==> src/rtl/sync_ptr_cdc_if.sv <==
// Pointer-crossing bundle for sync_ptr_cdc: the foreign gray pointer in,
// the synchronised gray/binary pointer, update strobe, delta and integrity flag out.
interface sync_ptr_cdc_if #(
    parameter int ASIZE = 4
);
    logic [ASIZE:0] ptr_gray_in;
    logic           err_clr;
    logic [ASIZE:0] ptr_gray_sync;
    logic [ASIZE:0] ptr_bin_sync;
    logic           ptr_upd;
    logic [ASIZE:0] ptr_delta;
    logic           ptr_err;

    modport master (
        output ptr_gray_in,
        output err_clr,
        input  ptr_gray_sync,
        input  ptr_bin_sync,
        input  ptr_upd,
        input  ptr_delta,
        input  ptr_err
    );

    modport slave (
        input  ptr_gray_in,
        input  err_clr,
        output ptr_gray_sync,
        output ptr_bin_sync,
        output ptr_upd,
        output ptr_delta,
        output ptr_err
    );
endinterface

==> src/rtl/sync_ptr_cdc.sv <==
// Gray pointer synchroniser into rclk: STAGES-deep flop chain, registered binary
// conversion, update strobe and modular delta. Define SYNC_PTR_ERR_EN for the gray-integrity monitor.
module sync_ptr_cdc #(
    parameter int ASIZE  = 4,
    parameter int STAGES = 2
) (
    input  logic          rclk,
    input  logic          rrst,
    sync_ptr_cdc_if.slave bus
);
    localparam int PW  = ASIZE + 1;
    localparam int NST = (STAGES < 2) ? 2 : STAGES;

    function automatic logic [PW-1:0] gray2bin(input logic [PW-1:0] g);
        logic [PW-1:0] b;
        b[PW-1] = g[PW-1];
        for (int i = PW - 2; i >= 0; i--) begin
            b[i] = b[i+1] ^ g[i];
        end
        return b;
    endfunction

    logic [PW-1:0] sync_p0 [NST];
    logic [PW-1:0] gray_sync;
    logic [PW-1:0] bin_next;
    logic [PW-1:0] bin_p1;
    logic          upd_p1;
    logic [PW-1:0] delta_p1;

    // Synchroniser chain: only sync_p0[0] sees the asynchronous input.
    always_ff @(posedge rclk or posedge rrst) begin
        if (rrst) begin
            for (int i = 0; i < NST; i++) begin
                sync_p0[i] <= '0;
            end
        end else begin
            sync_p0[0] <= bus.ptr_gray_in;
            for (int i = 1; i < NST; i++) begin
                sync_p0[i] <= sync_p0[i-1];
            end
        end
    end

    assign gray_sync = sync_p0[NST-1];
    assign bin_next  = gray2bin(gray_sync);

    // Binary stage: delta keeps its last value between updates.
    always_ff @(posedge rclk or posedge rrst) begin
        if (rrst) begin
            bin_p1   <= '0;
            upd_p1   <= 1'b0;
            delta_p1 <= '0;
        end else begin
            bin_p1 <= bin_next;
            upd_p1 <= (bin_next != bin_p1);
            if (bin_next != bin_p1) begin
                delta_p1 <= bin_next - bin_p1;
            end
        end
    end

    assign bus.ptr_gray_sync = gray_sync;
    assign bus.ptr_bin_sync  = bin_p1;
    assign bus.ptr_upd       = upd_p1;
    assign bus.ptr_delta     = delta_p1;

`ifdef SYNC_PTR_ERR_EN
    localparam int ARM_MAX = NST + 1;
    localparam int AW      = $clog2(ARM_MAX + 1);

    function automatic int popcount(input logic [PW-1:0] v);
        int cnt;
        cnt = 0;
        for (int i = 0; i < PW; i++) begin
            cnt += int'(v[i]);
        end
        return cnt;
    endfunction

    logic [AW-1:0] arm_cnt;
    logic [PW-1:0] prev_gray;
    logic          err_q;
    logic          armed;
    logic          multi_bit;

    assign armed     = (arm_cnt == AW'(ARM_MAX));
    assign multi_bit = (popcount(gray_sync ^ prev_gray) > 1);

    // Monitor stays blind until the chain has refilled after reset.
    always_ff @(posedge rclk or posedge rrst) begin
        if (rrst) begin
            arm_cnt   <= '0;
            prev_gray <= '0;
            err_q     <= 1'b0;
        end else begin
            if (!armed) begin
                arm_cnt <= arm_cnt + 1'b1;
            end
            prev_gray <= gray_sync;
            if (armed && multi_bit) begin
                err_q <= 1'b1;
            end else if (bus.err_clr) begin
                err_q <= 1'b0;
            end
        end
    end

    assign bus.ptr_err = err_q;
`else
    logic unused_err_clr;
    assign unused_err_clr = bus.err_clr;
    assign bus.ptr_err    = 1'b0;
`endif
endmodule

==> src/flat_wrapper.sv <==
// flat-port wrapper written by rule: the top's interface ports become plain ports
module sync_ptr_cdc_flat 
#(
    parameter int ASIZE  = 4,
    parameter int STAGES = 2
)
  (rclk, rrst, bus_ptr_gray_in, bus_err_clr, bus_ptr_gray_sync, bus_ptr_bin_sync, bus_ptr_upd, bus_ptr_delta, bus_ptr_err);
  sync_ptr_cdc_if #(.ASIZE(ASIZE)) bus_i ();
  input  logic rclk;
  input  logic rrst;
  input wire logic [$bits(bus_i.ptr_gray_in)-1:0] bus_ptr_gray_in;
  input wire logic [$bits(bus_i.err_clr)-1:0] bus_err_clr;
  output wire logic [$bits(bus_i.ptr_gray_sync)-1:0] bus_ptr_gray_sync;
  output wire logic [$bits(bus_i.ptr_bin_sync)-1:0] bus_ptr_bin_sync;
  output wire logic [$bits(bus_i.ptr_upd)-1:0] bus_ptr_upd;
  output wire logic [$bits(bus_i.ptr_delta)-1:0] bus_ptr_delta;
  output wire logic [$bits(bus_i.ptr_err)-1:0] bus_ptr_err;
  assign bus_i.ptr_gray_in = bus_ptr_gray_in;
  assign bus_i.err_clr = bus_err_clr;
  assign bus_ptr_gray_sync = bus_i.ptr_gray_sync;
  assign bus_ptr_bin_sync = bus_i.ptr_bin_sync;
  assign bus_ptr_upd = bus_i.ptr_upd;
  assign bus_ptr_delta = bus_i.ptr_delta;
  assign bus_ptr_err = bus_i.ptr_err;
  sync_ptr_cdc #(.ASIZE(ASIZE), .STAGES(STAGES)) u_core (.rclk(rclk), .rrst(rrst), .bus(bus_i));
endmodule
==> config.mk <==
export PLATFORM = sky130hd
export DESIGN_NAME = sync_ptr_cdc_flat
export DESIGN_NICKNAME = d
export VERILOG_FILES = /design/src/rtl/sync_ptr_cdc_if.sv /design/src/rtl/sync_ptr_cdc.sv /design/src/flat_wrapper.sv
export SDC_FILE = /design/constraint.sdc
export NUM_CORES = 1
export LEC_CHECK = 0
export ABC_AREA = 0
export CORE_AREA = 2 2 48 50
export DETAILED_ROUTE_END_ITERATION = 8
export DIE_AREA = 0 0 50 52
export MAX_ROUTING_LAYER = met4
export PLACE_DENSITY_LB_ADDON = 0.05
export SYNTH_ARGS = -nofsm -noshare
export SYNTH_HDL_FRONTEND = slang
export SYNTH_SLANG_ARGS = --single-unit
==> constraint.sdc <==
create_clock -name rclk -period 3.25 [get_ports rclk]
set_clock_uncertainty 0.15 [all_clocks]
set_input_delay 0.975 -clock rclk [delete_from_list [all_inputs] [get_ports rclk]]
set_output_delay 0.975 -clock rclk [all_outputs]
set_load 0.02 [all_outputs]
Word-level counts from Yosys, hierarchy flattened
Cells that the tools add are included.
W data, S select, Z words.
{"block": "totals", "latch_bits": 0, "word_cells": 11, "reg_bits": 21, "memories": 0, "mem_bits_rw": 0, "out_inout_bits": 17, "mem_bits_ro": 0}
{"block": "op_classes", "muxes": 0, "order_cmp": 0, "bitwise": 4, "reduce_logical": 0, "n_shift": 0, "n_addsub": 1, "n_mul": 0, "n_eq_ne": 1, "n_div": 0}
{"op": "$ne A5 B5 Y1", "n": 1}
{"op": "$sub A5 B5 Y5", "n": 1}
{"op": "$xor A1 B1 Y1", "n": 4}

Longest topological paths before layout
{"block": "depth", "depth_word": 5, "depth_mapped": 10, "mapped_depth_nobuf": 10}

Worst setup path after synthesis
OpenSTA, ideal clock, no wires.
{"block": "synth_timing", "kind": "flip-flop to flip-flop", "start": "register u_core.sync_p0, in the netlist u_core.bus.ptr_gray_sync[4]", "end": "register u_core.delta_p1[4], in the netlist u_core.bus.ptr_delta[4]", "setup_time_ns": 0.149, "path_slack_ns": 0.831, "required_ns": 2.951, "stages_incl_launch_ff": 11, "arrival_time_ns": 2.120, "path_buffers": 0, "path_cell_list": "dfrtp_1 xor2_2 xnor2_2 xor2_2 xor2_1 ha_1 fa_1 nor2b_1 o21ai_0 nand2_1 a32oi_1"}
{"block": "synth_between", "elab_chain_len": 5, "word_cells_on_any_way": 6, "cone_classes": "add/sub: 1; eq/ne: 1; bitwise: 4"}
{"element": "start, declared", "line_no": "sync_ptr_cdc.sv:23", "text": "logic [PW-1:0] sync_p0 [NST];"}
{"element": "start signal, assigned by index", "line_no": "sync_ptr_cdc.sv:39", "text": "sync_p0[i] <= sync_p0[i-1];"}
{"element": "$xor A1 B1 Y1 *", "line_no": "sync_ptr_cdc.sv:18", "text": "b[i] = b[i+1] ^ g[i];"}
{"element": "net u_core.bin_next[3]", "line_no": "sync_ptr_cdc.sv:25", "text": "logic [PW-1:0] bin_next;"}
{"element": "$xor A1 B1 Y1 (3 in series)", "line_no": "sync_ptr_cdc.sv:18"}
{"element": "$sub A5 B5 Y5 / $ne A5 B5 Y1 (equally long branches)", "line_no": "sync_ptr_cdc.sv:57, sync_ptr_cdc.sv:56"}
{"element": "end signal, assigned", "line_no": "sync_ptr_cdc.sv:57", "text": "delta_p1 <= bin_next - bin_p1;"}
{"element": "end, declared", "line_no": "sync_ptr_cdc.sv:28", "text": "logic [PW-1:0] delta_p1;"}
Mark *: on every way through the listed nets, which the timed path passes. The rest lies on a longest branch.
A chain may end at the register's enable or synchronous reset.

Worst setup path after layout
Same ends and word-level chain as after synthesis.

==> reports/metrics.cfg <==
[placement]
port_buffers = 22
dpl.hpwl_um = 971
gp_congestion = 0.814
dp_slack_ns = 0.613

[yosys]
synth_cell_type_count = 21
syn_nets = 84
yosysWarnings = 0
synth_cells = 71
ys_async_sr_fraction = 1.00
syn_area_per_cell_um2 = 12.4
synth_most_common_cell = dfrtp_1
synth_top_area_frac = 0.596
synth_edf_count = 0
ys_seq_elements = 21
syn-cell-area_um2 = 882
ys.flop_type = dfrtp_1
ys_seq_area_frac = 0.596
yosys-top-cells-area = dfrtp_1 (60%), ha_1 (5.7%), buf_4 (5.1%)
synth_top_area_cell = dfrtp_1
synthTopCellsByCount = dfrtp_1 (21), inv_1 (8), buf_4 (6), a21oi_1 (5)

[timing]
rsz0062_at_grt = no
setup_viol = 0
setup_tns_ns = 0
worst_slew_pin_slew_ns = 0.749
fin_crit_sh = 0.817
slew_headroom = 0.500
period_needed_ns = 2.66
fin_ws_ns = 0.593
hold_viol_final = 0
fmax_mhz = 376
final-max-slew-violation-count = 0

[route]
postRouteAntennaNets = 0
drt_iter0_drc = 4
viasPerCell = 4.57
vias = 544
dr.pass1.iters = 4
wl_per_cell_um = 10.6
route.detailed.drc = 0
drt-total-wl_um = 1260

[clock_network]
clkTransAtPathRegs_ns = 0.11
clock_sinks = 21
cts_hold_buffers = 0
cts_tree = built
post_cts_resized = 0
htreeDepth = 1
clk_path_buf_depth = 2
cts_inserted_buffers = 3
clkLatencyLatePin_ns = 0.29
cts-root-buf = clkbuf_4
cts_setup_buffers = 0

[floorplanning]
start_util = 0.419
core-area_mm2 = 0.00211
io_pins = 25
dieHeight_um = 52
num_rows = 17
dieArea_mm2 = 0.00260
die_w_um = 50

[hold_path]
hp-class = reg2reg

[pwr]
combPwrFrac = 0.389
clkPwrFrac = 0.161
fin_total_pwr_w = 0.000743
switching_share = 0.338
p_leak_nw = 0.498
power.density_mw_per_mm2 = 664
ir_worst_vdd_uv = 310
netSwitchingPower_w = 0.000251
power.internal_w = 0.000492
seqPwrFrac = 0.450

[setup_path]
worstPathRequired_ns = 3.26
startpoint_type = flip-flop
r2r_start = u_core.bus.ptr_gray_sync[4]$_DFF_PP0_
r2r_setup_slack_ns = 0.59
r2r_cells = 10
r2r-end = u_core.bus.ptr_delta[4]$_DFFE_PP0N_
cp_slowest_cell = dfrtp_1
max_stage_delay_ns = 0.45
setup.worst_path.end = u_core.bus.ptr_delta[4]$_DFFE_PP0N_
crit_path_start = u_core.bus.ptr_gray_sync[4]$_DFF_PP0_
crit_fanout = 4
critPathCaptureType = flip-flop
crit_arrival_ns = 2.66
cpMostUsedCell = xor2_2
critical_path_class = reg2reg
worstPathCellList = xor2_2, xnor2_2, xor2_2, xor2_1, ha_1, fa_1, nor2b_1, o21ai_0, nand2_1, a32oi_1

[layout]
layout-drive-gt1-share = 0.0769
postLayoutCoreUtil = 0.532
syn2layout_area_growth_pct = 26.9
fin_nets = 105
diodes = 0

[global_route]
track_usage = 0.122
grt_pass1_vias = 557
grt_overflow_total = 0
grt_antenna_before_repair = 0
grt_max_degree = 22
grt_pass1_wl_um = 2240

[flow_run]
drv_cap = 0

[outcome]
outcome = finished clean

power by group through the flow:
| stage | sequential (W) | combinational, W | clock, W |
|---|---|---|---|
| after floorplan | 0.000390 | 0.000125 | 0 |
| after global placement | 0.000338 | 0.000289 | 0 |
| after detailed placement | 0.000341 | 0.000291 | 0 |
| after CTS | 0.000336 | 0.000292 | 0.000127 |
| after global routing | 0.000341 | 0.000317 | 0.000145 |
| final | 0.000334 | 0.000289 | 0.000120 |
cells in the final DEF, fill, tap and decap left out, types with 2 or more instances in the layout:
cell,instances
inv_1,8
clkbuf_4,3
xor2_2,2
nand3_1,3
xor2_1,2
nor2_1,4
dfrtp_1,21
xnor2_1,2
clkdlybuf4s50_1,22
nand2_1,4
a21oi_1,5
ha_1,4
how the worst min path moves through the flow:
stage,depth (start not counted),slack (ns),startpoint,end
final,0,0.21,u_core.sync_p0[9]$_DFF_PP0_,u_core.bus.ptr_gray_sync[4]$_DFF_PP0_
after global routing,0,0.22,u_core.sync_p0[7]$_DFF_PP0_,u_core.bus.ptr_gray_sync[2]$_DFF_PP0_
after CTS,0,0.22,u_core.sync_p0[7]$_DFF_PP0_,u_core.bus.ptr_gray_sync[2]$_DFF_PP0_
after global placement,0,0.18,u_core.sync_p0[5]$_DFF_PP0_,u_core.bus.ptr_gray_sync[0]$_DFF_PP0_
after detailed placement,0,0.19,u_core.sync_p0[7]$_DFF_PP0_,u_core.bus.ptr_gray_sync[2]$_DFF_PP0_
after floorplan,0,0.18,u_core.sync_p0[5]$_DFF_PP0_,u_core.bus.ptr_gray_sync[0]$_DFF_PP0_
flip-flops by register name, indices dropped and copies added (netlist names):
signal / flops
u_core.bus.ptr_bin_sync: 5
u_core.bus.ptr_delta: 5
u_core.bus.ptr_gray_sync: 5
u_core.bus.ptr_upd: 1
u_core.sync_p0: 5
cells by family after synthesis:
| family | Yosys count | share of synthesized area |
|---|---|---|
| flops | 21 | 0.596 |
| buf+inv | 14 | 0.0851 |
| simple gates | 14 | 0.0766 |
| compound gates | 9 | 0.0638 |
| xor+xnor | 7 | 0.0950 |
| fa+ha+maj | 5 | 0.0794 |
| other cells | 1 | 0.00425 |
metal layers:
metal / wire, um / track usage / vias up / part of all wire
li1: - / - / 262 / -
met1: 572 / 0.143 / 260 / 0.45
met2: 599 / 0.186 / 18 / 0.48
met3: 63 / 0.0345 / 4 / 0.050
met4: 23 / 0.0741 / 0 / 0.018
met5: 0 / - / - / 0
cell type report:
type	count	area [um^2]
Tap cell	28	35.0
Multi-Input combinational cell	36	282
Timing Repair Buffer	22	220
Inverter	8	30.0
Clock buffer	3	22.5
Sequential cell	21	526
Clock inverter	1	5.00
Fill cell	188	986
metrics by stage:
| stage | std cells | instance area, um^2 | hold WS [ns] |
|---|---|---|---|
| global placement | 115 | 1090 | 0.183 |
| global route | 119 | 1120 | 0.223 |
| finish | 119 | 1120 | 0.215 |
| CTS | 119 | 1120 | 0.219 |
| detailed placement | 115 | 1090 | 0.190 |
| floorplan | 71 | 882 | 0.181 |
worst max-delay path, delay by kind of cell (launching register included):
kind | cells | cell delay, ns
xor gates and xnor gates | 4 | 0.83
adders and majority gates | 2 | 0.64
DFF | 1 | 0.45
and+or+nand+nor | 2 | 0.24
AOI/OAI and AO/OA | 2 | 0.21
Note: power is estimated with default switching activity, not from simulation.
